===== src/rtl/dmem_port_arbiter.sv =====
// Shares the single-port data BRAM between the CPU load/store port and the
// debug/loader port. The CPU wins by default, a wait counter guarantees the
// debug port a slot, and dbg_lock gives the debug port exclusive ownership.
// Read data returns one cycle after the grant and goes only to the requester
// that issued the read.
module dmem_port_arbiter #(
  parameter int ADDR_W   = 10,
  parameter int MAX_WAIT = 4
) (
  input  logic              clk_core,
  input  logic              async_reset_n,
  input  logic              cpu_req,
  input  logic [3:0]        cpu_we,
  input  logic [31:0]       cpu_addr,
  input  logic [31:0]       cpu_wdata,
  output logic              cpu_stall,
  output logic [31:0]       cpu_rdata,
  input  logic              dbg_req,
  input  logic [3:0]        dbg_we,
  input  logic [31:0]       dbg_addr,
  input  logic [31:0]       dbg_wdata,
  input  logic              dbg_lock,
  output logic              dbg_gnt,
  output logic              dbg_rvalid,
  output logic [31:0]       dbg_rdata,
  output logic              addr_err,
  output logic              mem_en,
  output logic [3:0]        mem_we,
  output logic [ADDR_W-1:0] mem_addr,
  output logic [31:0]       mem_wdata,
  input  logic [31:0]       mem_rdata
);

  typedef enum logic [1:0] {OWN_NONE, OWN_CPU, OWN_DBG} owner_e;

  localparam logic [3:0] MAX_WAIT_C = 4'(MAX_WAIT);

  logic [3:0]  wait_cnt_reg, wait_cnt_next;
  owner_e      rd_owner_reg, rd_owner_next;
  logic        rd_oor_reg, rd_oor_next;
  logic        addr_err_reg;
  logic [31:0] cpu_rdata_reg;
  logic [31:0] dbg_rdata_reg;

  logic        starved;
  logic        cpu_gnt, dbg_gnt_int, any_gnt;
  logic        cpu_oor, dbg_oor, sel_oor;
  logic [3:0]  sel_we;
  logic [31:0] sel_addr, sel_wdata;
  logic [31:0] ret_data;

  // Byte-offset bits never reach the word-addressed BRAM.
  logic unused_addr_bits;
  assign unused_addr_bits = ^{cpu_addr[1:0], dbg_addr[1:0], sel_addr[1:0], sel_addr[31:ADDR_W+2]};

  // Anything above the BRAM word range is out of range.
  assign cpu_oor = |cpu_addr[31:ADDR_W+2];
  assign dbg_oor = |dbg_addr[31:ADDR_W+2];

  // Arbitration: lock > starvation > CPU priority; nothing granted in reset.
  always_comb begin
    starved     = (wait_cnt_reg == MAX_WAIT_C);
    cpu_gnt     = 1'b0;
    dbg_gnt_int = 1'b0;
    if (async_reset_n) begin
      if (dbg_lock) begin
        dbg_gnt_int = dbg_req;
      end else if (dbg_req && (!cpu_req || starved)) begin
        dbg_gnt_int = 1'b1;
      end else begin
        cpu_gnt = cpu_req;
      end
    end
  end

  // BRAM-side mux from the granted requester; out-of-range writes are dropped.
  always_comb begin
    any_gnt   = cpu_gnt | dbg_gnt_int;
    sel_we    = dbg_gnt_int ? dbg_we    : cpu_we;
    sel_addr  = dbg_gnt_int ? dbg_addr  : cpu_addr;
    sel_wdata = dbg_gnt_int ? dbg_wdata : cpu_wdata;
    sel_oor   = dbg_gnt_int ? dbg_oor   : cpu_oor;
    mem_en    = any_gnt;
    mem_we    = (any_gnt && !sel_oor) ? sel_we : 4'h0;
    mem_addr  = sel_addr[ADDR_W+1:2];
    mem_wdata = sel_wdata;
    cpu_stall = cpu_req & ~cpu_gnt;
    dbg_gnt   = dbg_gnt_int;
  end

  // Next-state: starvation counter and read-return bookkeeping.
  always_comb begin
    wait_cnt_next = 4'd0;
    rd_owner_next = OWN_NONE;
    rd_oor_next   = 1'b0;
    if (dbg_req && !dbg_gnt_int) begin
      wait_cnt_next = starved ? wait_cnt_reg : wait_cnt_reg + 4'd1;
    end
    if (dbg_gnt_int && (dbg_we == 4'h0)) begin
      rd_owner_next = OWN_DBG;
    end else if (cpu_gnt && (cpu_we == 4'h0)) begin
      rd_owner_next = OWN_CPU;
    end
    rd_oor_next = any_gnt & sel_oor;
  end

  // State registers; a reset discards any pending read return.
  always_ff @(posedge clk_core or negedge async_reset_n) begin
    if (!async_reset_n) begin
      wait_cnt_reg  <= 4'd0;
      rd_owner_reg  <= OWN_NONE;
      rd_oor_reg    <= 1'b0;
      addr_err_reg  <= 1'b0;
      cpu_rdata_reg <= 32'h0;
      dbg_rdata_reg <= 32'h0;
    end else begin
      wait_cnt_reg <= wait_cnt_next;
      rd_owner_reg <= rd_owner_next;
      rd_oor_reg   <= rd_oor_next;
      addr_err_reg <= addr_err_reg | rd_oor_next;
      if (rd_owner_reg == OWN_CPU) cpu_rdata_reg <= ret_data;
      if (rd_owner_reg == OWN_DBG) dbg_rdata_reg <= ret_data;
    end
  end

  // Return path: live BRAM data for the owner, held value otherwise.
  always_comb begin
    ret_data   = rd_oor_reg ? 32'h0 : mem_rdata;
    dbg_rvalid = (rd_owner_reg == OWN_DBG);
    cpu_rdata  = (rd_owner_reg == OWN_CPU) ? ret_data : cpu_rdata_reg;
    dbg_rdata  = dbg_rvalid ? ret_data : dbg_rdata_reg;
    addr_err   = addr_err_reg;
  end

endmodule


===== config.mk =====
export PLATFORM = sky130hd
export DESIGN_NAME = dmem_port_arbiter
export DESIGN_NICKNAME = d
export VERILOG_FILES = /design/src/rtl/dmem_port_arbiter.sv
export SDC_FILE = /design/constraint.sdc
export NUM_CORES = 1
export LEC_CHECK = 0
export CORE_AREA = 2 2 112 114
export CTS_CLUSTER_SIZE = 8
export DETAILED_ROUTE_END_ITERATION = 7
export DIE_AREA = 0 0 114 116
export MAX_ROUTING_LAYER = met4
export PLACE_DENSITY = 0.8
export SLEW_MARGIN = 20
export SYNTH_ARGS = -nofsm -noshare
export SYNTH_HDL_FRONTEND = slang
export SYNTH_SLANG_ARGS = --single-unit

===== constraint.sdc =====
create_clock -name clk_core -period 3 [get_ports clk_core]
set_clock_uncertainty 0.2 [all_clocks]
set_input_delay 0.6 -clock clk_core [delete_from_list [all_inputs] [get_ports clk_core]]
set_output_delay 0.6 -clock clk_core [all_outputs]
set_load 0.05 [all_outputs]

==> metrics.txt <==
# TYPE chip_impl_metric gauge
chip_impl_info{name="outcome",value="complete, no violations"} 1
chip_impl_metric{name="multiInputGateArea",unit="µm²"} 1690
chip_impl_metric{name="max_cap_viol_count",unit=""} 0
chip_impl_metric{name="fp-row-count",unit=""} 40
chip_impl_metric{name="worst-r2r-cell-count",unit=""} 8
chip_impl_metric{name="worst_ir_drop_vdd",unit="mV"} 0.280
chip_impl_info{name="worst_setup_path_start_kind",value="primary input"} 1
chip_impl_metric{name="synth_warn",unit=""} 0
chip_impl_metric{name="cts_inserted_buffers",unit=""} 9
chip_impl_metric{name="finalWirelength",unit="µm"} 15500
chip_impl_metric{name="gp_congestion",unit=""} 0.920
chip_impl_info{name="worst-setup-path-type",value="primary input to primary output"} 1
chip_impl_metric{name="first_global_vias",unit=""} 4284
chip_impl_metric{name="total_leakage_power",unit="nW"} 3.58
chip_impl_metric{name="area.sequential",unit="µm²"} 1800
chip_impl_metric{name="path_max_fanout",unit=""} 5
chip_impl_info{name="dominant_combinational_cell_family_by_area_after_synthesis",value="simple AND/OR/NAND/NOR gates"} 1
chip_impl_metric{name="clock.fmax",unit="GHz"} 0.336
chip_impl_metric{name="setup_viol",unit=""} 0
chip_impl_metric{name="drt_iter0_markers",unit=""} 235
chip_impl_info{name="cts_tree",value="built"} 1
chip_impl_metric{name="synth_mux_area_frac",unit=""} 0
chip_impl_metric{name="synthDistinctLibCells",unit=""} 31
chip_impl_metric{name="via_per_inst",unit=""} 4.79
chip_impl_metric{name="detail_route.first_pass.iterations",unit=""} 4
chip_impl_metric{name="postSynthNetCount",unit=""} 625
chip_impl_metric{name="placeableCoreArea",unit="µm²"} 11900
chip_impl_metric{name="fin_nets",unit=""} 909
chip_impl_metric{name="clock_tree.htree_level_count",unit=""} 3
chip_impl_metric{name="post_layout_nonfiller_instances",unit=""} 888
chip_impl_metric{name="maximum_number_of_pins_on_one_net_before_global_route_repair",unit=""} 65
chip_impl_metric{name="first_pass_grt_wire_length",unit="µm"} 22600
chip_impl_metric{name="number_of_i_o_port_buffers",unit=""} 283
chip_impl_metric{name="dp.cells",unit=""} 865
chip_impl_metric{name="finalWorstSetupSlack",unit="ns"} 0.0278
chip_impl_metric{name="io-pin-count",unit=""} 288
chip_impl_metric{name="placed_cell_area",unit="µm²"} 7130
chip_impl_metric{name="initial_utilization",unit=""} 0.298
chip_impl_metric{name="finish.instance_area",unit="µm²"} 7570
chip_impl_info{name="yosys-top-cells-area",value="dfrtp_1, nand2_1, o21ai_0"} 1
chip_impl_metric{name="grt_remaining_overflow",unit=""} 0
chip_impl_metric{name="synth_fa_ha_area_frac",unit=""} 0.00705
chip_impl_metric{name="clk_pin_slew",unit="ns"} 0.06
chip_impl_metric{name="finalCritPeriodShare",unit=""} 0.991
chip_impl_metric{name="pre_cts_ws",unit="ns"} -0.148
chip_impl_metric{name="ys_seq_area_frac",unit=""} 0.507
chip_impl_metric{name="synth-edff-count",unit=""} 0
chip_impl_metric{name="clkSinkCount",unit=""} 72
chip_impl_metric{name="synthDominantCellAreaShare",unit=""} 0.507
chip_impl_metric{name="worst_slew_pin_slew",unit="ns"} 0.894
chip_impl_metric{name="tns",unit="ns"} 0
chip_impl_metric{name="share_of_the_synthesized_area_in_compound_gates_ao_oa_aoi_oai",unit=""} 0.115
chip_impl_metric{name="holdBufCountCts",unit=""} 0
chip_impl_metric{name="synthesis.area_per_instance",unit="µm²"} 7.89
chip_impl_info{name="regToRegEndpoint",value="addr_err"} 1
chip_impl_metric{name="timing.critical_path.required",unit="ns"} 2.20
chip_impl_metric{name="filler_cell_count",unit=""} 989
chip_impl_info{name="synth_largest_area_cell",value="dfrtp_1"} 1
chip_impl_metric{name="post_synth_xor_area_fraction",unit=""} 0.00493
chip_impl_metric{name="grt_antenna_before_repair",unit=""} 0
chip_impl_metric{name="area.growth.synth_to_final",unit="%"} 113
chip_impl_metric{name="maxSlewHeadroom",unit=""} 0.404
chip_impl_metric{name="final.min_clock_period",unit="ns"} 2.97
chip_impl_metric{name="p_per_area",unit="nW/µm²"} 622
chip_impl_metric{name="count_of_endpoints_failing_hold_in_the_final_timing_report",unit=""} 0
chip_impl_metric{name="reg2reg_slack",unit="ns"} 1.01
chip_impl_metric{name="global_route.usage.total",unit=""} 0.231
chip_impl_info{name="critical_path.reg2reg.startpoint",value="wait_cnt_reg[0]"} 1
chip_impl_metric{name="chipWidth",unit="µm"} 114
chip_impl_metric{name="clock_path_buffers",unit=""} 2
chip_impl_info{name="synth_top_flop_cell",value="dfrtp_1"} 1
chip_impl_metric{name="async_flop_share",unit=""} 1.00
chip_impl_info{name="cts_root_buffer",value="clkbuf_16"} 1
chip_impl_info{name="cp-end-kind",value="primary output"} 1
chip_impl_metric{name="via_count",unit=""} 4254
chip_impl_metric{name="detail-route-antenna-nets",unit=""} 0
chip_impl_metric{name="finalMaxSlewViolations",unit=""} 0
chip_impl_metric{name="drcViolationCount",unit=""} 0
chip_impl_metric{name="avgRoutedWirePerCell",unit="µm"} 17.4
chip_impl_metric{name="yosys_register_bits",unit=""} 72
chip_impl_info{name="final_cell_mix",value="nand2_1, clkdlybuf4s50_1, dfrtp_1"} 1
chip_impl_info{name="final_common_cell",value="nand2_1"} 1
chip_impl_metric{name="mappedNetlistArea",unit="µm²"} 3550
chip_impl_metric{name="die_area",unit="µm²"} 13200
chip_impl_metric{name="syn_inst",unit=""} 450
chip_impl_metric{name="drive_above_1_share",unit=""} 0.225
chip_impl_info{name="hold_path_class",value="primary input to asynchronous set/reset pin"} 1
chip_impl_metric{name="worstSkewPairLatency",unit="ns"} 0.32
chip_impl_metric{name="critical_path_arrival",unit="ns"} 2.17
chip_impl_metric{name="dpl.hpwl",unit="µm"} 12300
chip_impl_metric{name="synth_simple_gate_area_share",unit=""} 0.328
chip_impl_metric{name="dieHeight",unit="µm"} 116
==> layout make-up <==
cell class / count / share of cell area
tap: 147 / 0.0243
clock buffer: 9 / 0.0297
timing repair buffer: 300 / 0.475
sequential: 72 / 0.238
clock inverter: 7 / 0.00611
multi-input combinational: 345 / 0.223
antenna: 2 / 0.000661
inverter: 6 / 0.00330
==> layer usage <==
metal,global-route usage,routed length (µm),vias to the layer above
met1,0.252,5760,1975
met5,-,0,-
met2,0.417,8340,207
met3,0.0612,1030,27
met4,0.0642,339,0
li1,-,-,2045
==> repair_timing <==
item,4_1_cts,5_1_grt
pin swaps,6,7
gates cloned,0,2
setup buffers,1,2
gates resized for setup,11,18
endpoints found under the setup margin,45,45
endpoints found under the hold margin,0,0
==> synth_stat cells (5+ instances only) <==
master and n:
o21ai_0 43, nand4_1 8, buf_2 6, nand2b_1 34, nor2_1 7, dfrtp_1 72
clkbuf_1 19, nor4_1 9, a21oi_1 7, inv_1 5, nand2_1 194, o21ai_1 23
==> worst max path at each step <==
stage / startpoint / to / cells past startpoint
2_1_floorplan: cpu_addr[13] / mem_we[0] / 4
5_1_grt: cpu_addr[13] / mem_we[3] / 6
6_report: cpu_addr[18] / mem_we[3] / 6
4_1_cts: cpu_addr[15] / mem_we[3] / 6
3_3_place_gp: cpu_addr[13] / mem_we[3] / 6
3_5_place_dp: cpu_addr[13] / mem_we[3] / 6
==> worst max-delay path, stage by stage <==
cell and delay, ns:
clkdlybuf4s50_1 0.47, nor4_2 0.32, and3_4 0.26, nand4_1 0.14, a21oi_2 0.20, buf_6 0.18
==> where the power goes <==
| part | internal (W) | switching (W) | leakage, nW |
|---|---|---|---|
| clock | 0.000557 | 0.000399 | 0.128 |
| combinational | 0.00111 | 0.00142 | 2.66 |
| sequential | 0.00116 | 0.0000633 | 0.797 |
==> cell families after synthesis <==
family / count (synthesis)
compound gates: 78
fa+ha+maj: 2
xor+xnor: 2
buf+inv: 33
simple gates: 263
flops: 72
==> per-stage QoR <==
stage	hold slack, ns	power (W)	util
6_report	0.171	0.00471	0.636
5_1_grt	0.191	0.00491	0.635
4_1_cts	0.172	0.00474	0.623
3_5_place_dp	0.279	0.00376	0.598
3_3_place_gp	0.283	0.00372	0.598
2_1_floorplan	0.104	0.00241	-
No activity file was read; power rests on OpenSTA's default activity.
